===== src/rtl/alu_pkg.sv =====
// Shared opcode encodings and FSM state type for the sequential ALU.
package alu_pkg;

  localparam logic [3:0] OP_ADD  = 4'd0;
  localparam logic [3:0] OP_SUB  = 4'd1;
  localparam logic [3:0] OP_AND  = 4'd2;
  localparam logic [3:0] OP_OR   = 4'd3;
  localparam logic [3:0] OP_XOR  = 4'd4;
  localparam logic [3:0] OP_GT   = 4'd5;
  localparam logic [3:0] OP_SHLA = 4'd6;
  localparam logic [3:0] OP_SHLB = 4'd7;
  localparam logic [3:0] OP_MUL  = 4'd8;

  typedef enum logic [1:0] {
    IDLE,
    MUL,
    DONE
  } state_t;

endpackage


===== src/rtl/addsub_w.sv =====
// Ripple-carry adder/subtractor: add_in=1 gives x+y, add_in=0 gives x+~y+1.
module addsub_w #(
  parameter int WIDTH = 8
) (
  input  logic [WIDTH-1:0] x,
  input  logic [WIDTH-1:0] y,
  input  logic             add_in,
  output logic [WIDTH-1:0] sum,
  output logic             c_out
);

  always_comb begin
    logic             carry;
    logic [WIDTH-1:0] yy;
    sum   = '0;
    yy    = add_in ? y : ~y;
    carry = ~add_in;
    for (int unsigned i = 0; i < WIDTH; i++) begin
      sum[i] = x[i] ^ yy[i] ^ carry;
      carry  = (x[i] & yy[i]) | (carry & (x[i] ^ yy[i]));
    end
    c_out = carry;
  end

endmodule


===== src/rtl/alu_seq.sv =====
// Registered ALU with valid/ready handshakes and an iterative shift-add multiply.
module alu_seq
  import alu_pkg::*;
#(
  parameter int WIDTH = 8
) (
  input  logic             clk,
  input  logic             rst_n,
  input  logic             in_valid,
  output logic             in_ready,
  input  logic [WIDTH-1:0] A,
  input  logic [WIDTH-1:0] B,
  input  logic [3:0]       opCode,
  output logic             out_valid,
  input  logic             out_ready,
  output logic [WIDTH-1:0] Out,
  output logic             Carry_out,
  output logic             C_flag,
  output logic             Z_flag
);

  localparam int CW = $clog2(WIDTH);

  state_t             state;
  logic [WIDTH-1:0]   a_q;
  logic [WIDTH-1:0]   b_q;
  logic [2*WIDTH-1:0] acc;
  logic [CW-1:0]      cnt;

  logic [WIDTH-1:0]   as_sum;
  logic               as_c;
  logic [WIDTH-1:0]   res;
  logic               res_c;
  logic [2*WIDTH-1:0] pp;
  logic [2*WIDTH-1:0] acc_nxt;
  logic               acc_co;

  assign in_ready = (state == IDLE);

  addsub_w #(.WIDTH(WIDTH)) u_addsub (
    .x      (A),
    .y      (B),
    .add_in (opCode != OP_SUB),
    .sum    (as_sum),
    .c_out  (as_c)
  );

  always_comb begin
    res   = '0;
    res_c = 1'b0;
    case (opCode)
      OP_ADD, OP_SUB: begin
        res   = as_sum;
        res_c = as_c;
      end
      OP_AND:  res = A & B;
      OP_OR:   res = A | B;
      OP_XOR:  res = A ^ B;
      OP_GT:   res = {{(WIDTH-1){1'b0}}, (A > B)};
      OP_SHLA: begin
        res   = {A[WIDTH-2:0], 1'b0};
        res_c = A[WIDTH-1];
      end
      OP_SHLB: begin
        res   = {B[WIDTH-2:0], 1'b0};
        res_c = B[WIDTH-1];
      end
      default: begin
        res   = '0;
        res_c = 1'b0;
      end
    endcase
  end

  // Partial product for the multiplier bit selected by cnt.
  assign pp = b_q[cnt] ? ({{WIDTH{1'b0}}, a_q} << cnt) : '0;

  addsub_w #(.WIDTH(2*WIDTH)) u_acc (
    .x      (acc),
    .y      (pp),
    .add_in (1'b1),
    .sum    (acc_nxt),
    .c_out  (acc_co)
  );

  always_ff @(posedge clk or negedge rst_n) begin
    if (!rst_n) begin
      state     <= IDLE;
      a_q       <= '0;
      b_q       <= '0;
      acc       <= '0;
      cnt       <= '0;
      out_valid <= 1'b0;
      Out       <= '0;
      Carry_out <= 1'b0;
      C_flag    <= 1'b0;
      Z_flag    <= 1'b0;
    end else begin
      case (state)
        IDLE: begin
          if (in_valid) begin
            a_q <= A;
            b_q <= B;
            if (opCode == OP_MUL) begin
              acc   <= '0;
              cnt   <= '0;
              state <= MUL;
            end else begin
              Out       <= res;
              Carry_out <= res_c;
              C_flag    <= (A > B);
              Z_flag    <= (res == '0);
              out_valid <= 1'b1;
              state     <= DONE;
            end
          end
        end
        MUL: begin
          acc <= acc_nxt;
          cnt <= cnt + 1'b1;
          if (cnt == CW'(WIDTH-1)) begin
            // acc_co cannot be set by a WIDTH x WIDTH product; folded in harmlessly.
            cnt       <= '0;
            Out       <= acc_nxt[WIDTH-1:0];
            Carry_out <= (|acc_nxt[2*WIDTH-1:WIDTH]) | acc_co;
            C_flag    <= (a_q > b_q);
            Z_flag    <= (acc_nxt[WIDTH-1:0] == '0);
            out_valid <= 1'b1;
            state     <= DONE;
          end
        end
        DONE: begin
          if (out_ready) begin
            out_valid <= 1'b0;
            state     <= IDLE;
          end
        end
        default: state <= IDLE;
      endcase
    end
  end

endmodule


===== config.mk =====
export PLATFORM = sky130hd
export DESIGN_NAME = alu_seq
export DESIGN_NICKNAME = d
export VERILOG_FILES = /design/src/rtl/alu_pkg.sv /design/src/rtl/addsub_w.sv /design/src/rtl/alu_seq.sv
export SDC_FILE = /design/constraint.sdc
export NUM_CORES = 1
export LEC_CHECK = 0
export ABC_CLOCK_PERIOD_IN_PS = 20300
export CORE_UTILIZATION = 64
export DETAILED_ROUTE_END_ITERATION = 10
export GPL_ROUTABILITY_DRIVEN = 0
export PLACE_DENSITY = 0.95
export SLEW_MARGIN = 10
export SYNTH_ARGS = -nofsm -noshare
export SYNTH_HDL_FRONTEND = slang
export SYNTH_SLANG_ARGS = --single-unit

===== constraint.sdc =====
create_clock -name clk -period 20.3 [get_ports clk]
set_input_delay 4.06 -clock clk [delete_from_list [all_inputs] [get_ports clk]]
set_output_delay 4.06 -clock clk [all_outputs]
set_load 0.02 [all_outputs]

==> results_dict.tcl <==
set metrics [dict create \
    h-tree-depth 2 \
    rsz0062_at_grt "no" \
    fp.dieArea_sq_mm 0.00689 \
    cts_resized 0 \
    synthFlopType "dfrtp_1" \
    maxCapViolations 0 \
    synth_warnings 0 \
    min_path_type "flop to flop" \
    first_iter_violations 301 \
    drive_above_1_share 0.0711 \
    crit_type "primary input to flop" \
    mostFrequentLayoutCell "dfrtp_1" \
    worst-path-max-fanout 26 \
    synth_area_sq_mm 0.00420 \
    maxUsedRoutingLayer "met4" \
    port_buffers 36 \
    fmax_mhz 108 \
    start_util 0.661 \
    multiInputGateArea_sq_mm 0.00267 \
    totalWireLength_microns 10000 \
    nFillCells 426 \
    syn_inst 458 \
    final_nets 558 \
    worstPathRequired_ps 20540 \
    clock-root-buffer "clkbuf_8" \
    fin_skew_ps 12.8 \
    crit_arrival_ps 9520 \
    antennaDiodeCount 0 \
    cts_setup_buffers 0 \
    finalMaxSlewViolations 0 \
    layout_common_cells "dfrtp_1 (49), inv_1 (47), nand2_1 (45)" \
    synth-edff-count 0 \
    die_y_microns 83 \
    postPlaceCellArea_sq_mm 0.00454 \
    seqCellArea_sq_mm 0.00123 \
    status "complete, no violations" \
    met2_length_microns 4830 \
    ys_seq_area_frac 0.292 \
    grt_pass1_wl_microns 17000 \
    final_area_sq_mm 0.00464 \
    end_kind "flop" \
    coreArea_sq_mm 0.00635 \
    p_total_uw 476 \
    syn_avg_cell_area_sq_um 9.17 \
    die_w_microns 83 \
    hold_viol_final 0 \
    cts_made_buffers 5 \
    avgViaCountPerCell 6.38 \
    wl_per_cell_microns 18.1 \
    cts_buffer_depth 2 \
    vdd_ir_drop_max_mv 0.0886 \
    syn_nets 539 \
    clk_pin_slew_ps 110 \
    min_period_ps 9270 \
    rows 29 \
    num_vias 3543 \
    yosys-top-cells-area "dfrtp_1 (29%), ha_1 (11%), fa_1 (10%)" \
    tightest_slew_ps 1080 \
    cts_tree "done" \
    setup_tns_ps 0 \
    first_pass_iters 6 \
    p_per_area_mw_per_mm2 103 \
    synth_top_cell_by_area "dfrtp_1" \
    antenna_found_initial 0 \
    ant_nets 0 \
    area_growth_pct 10.4 \
    max-slew-margin-rel 0.281 \
    clk_latency_ps 310 \
    drc 0 \
    post-route-period-util 0.457 \
    wl_met3_microns 654 \
    hold_buffers 0 \
    p_leak_nw 2.12 \
    grt_max_degree 50 \
    grt-ovfl-total 0 \
    wl_met1_microns 4190 \
    synthArstFlopShare 1.00 \
    cts.sinks 49 \
    grt_pass1_vias 3569 \
    start_kind "primary input" \
    synth_cell_types 55 \
    grt_usage 0.308 \
    dp_hpwl_microns 7740 \
    yosysTopAreaCellShare 0.292 \
    final-setup-viol-count 0 \
    ys_seq_elements 49 \
    ios 37 \
]
==> through the flow <==
step	cells	hold slack, ps	worst slack (ps)	util
after floorplan	458	446	12180	-
after global placement	547	456	11150	0.715
after detailed placement	547	461	10830	0.715
after CTS	555	486	11160	0.730
after global routing	555	499	10750	0.730
final	555	481	11030	0.730
==> path summary, 6_finish.rpt <==
path,from,endpoint,slack [ps],cells past startpoint
hold / removal,Out[1]$_DFFE_PN0P_,Out[1]$_DFFE_PN0P_,480,2
max in group asynchronous,rst_n,a_q[4]$_DFFE_PN0P_,15690,1
hold reg to reg,Out[1]$_DFFE_PN0P_,Out[1]$_DFFE_PN0P_,480,2
setup / recovery,opCode[2],Z_flag$_DFFE_PN0P_,11030,17
setup reg to reg,cnt[1]$_DFFE_PN0P_,Carry_out$_DFFE_PN0P_,12740,31
min in group asynchronous,rst_n,Out[6]$_DFFE_PN0P_,3930,1
==> kinds of logic after synthesis <==
logic type                 Yosys count  share of synthesized area
adders and majority gates           57                      0.207
xor gates and xnor gates             7                     0.0146
buffers and inverters               73                     0.0718
and+or+nand+nor                    135                      0.160
muxes                               33                     0.0858
AOI/OAI and AO/OA                  104                      0.168
DFF                                 49                      0.292
==> critical path, cell delays in order <==
cell,delay (ps)
clkdlybuf4s50_1,850
nor2_1,550
and3_1,560
xnor2_1,180
fa_1,430
fa_1,390
fa_1,400
fa_1,380
inv_1,80
fa_1,180
fa_1,190
inv_1,60
fa_1,440
a221oi_1,360
o2111a_1,220
a31oi_1,80
nor2_1,110
==> report_power, final <==
group | leakage [nW] | total [mW] | internal (mW) | switching (mW)
Sequential | 0.621 | 0.164 | 0.128 | 0.0361
Combinational | 1.46 | 0.249 | 0.115 | 0.134
Clock | 0.0423 | 0.0625 | 0.0252 | 0.0374
==> registers in the layout, summed over array words and instances (netlist names) <==
register,cells
C_flag,1
cnt,3
state,2
Carry_out,1
Out,8
a_q,8
b_q,8
acc,16
out_valid,1
Z_flag,1
==> layer usage <==
layer | track usage | vias up
li1 | - | 1627
met1 | 0.400 | 1708
met2 | 0.508 | 173
met3 | 0.0507 | 35
met4 | 0.139 | 0
met5 | 0 | -
==> Yosys cell counts, types with 6 or more instances <==
cell type / number
dfrtp_1: 49
inv_1: 47
nand2_1: 45
ha_1: 36
nor2_1: 35
o21ai_0: 28
a21oi_1: 22
fa_1: 21
mux2i_1: 18
buf_2: 15
mux2_2: 14
a22o_1: 10
nor2b_1: 9
clkbuf_1: 7
xnor2_1: 7
a211oi_1: 6
==> area by class of cell <==
cell class                 count  share of cell area
clock buffer                   5              0.0148
clock inverter                 3             0.00567
multi-input combinational    336               0.576
timing repair buffer          38              0.0799
sequential                    49               0.265
inverter                      47              0.0381
tap                           77              0.0208
(Power assumes the default switching activity.)
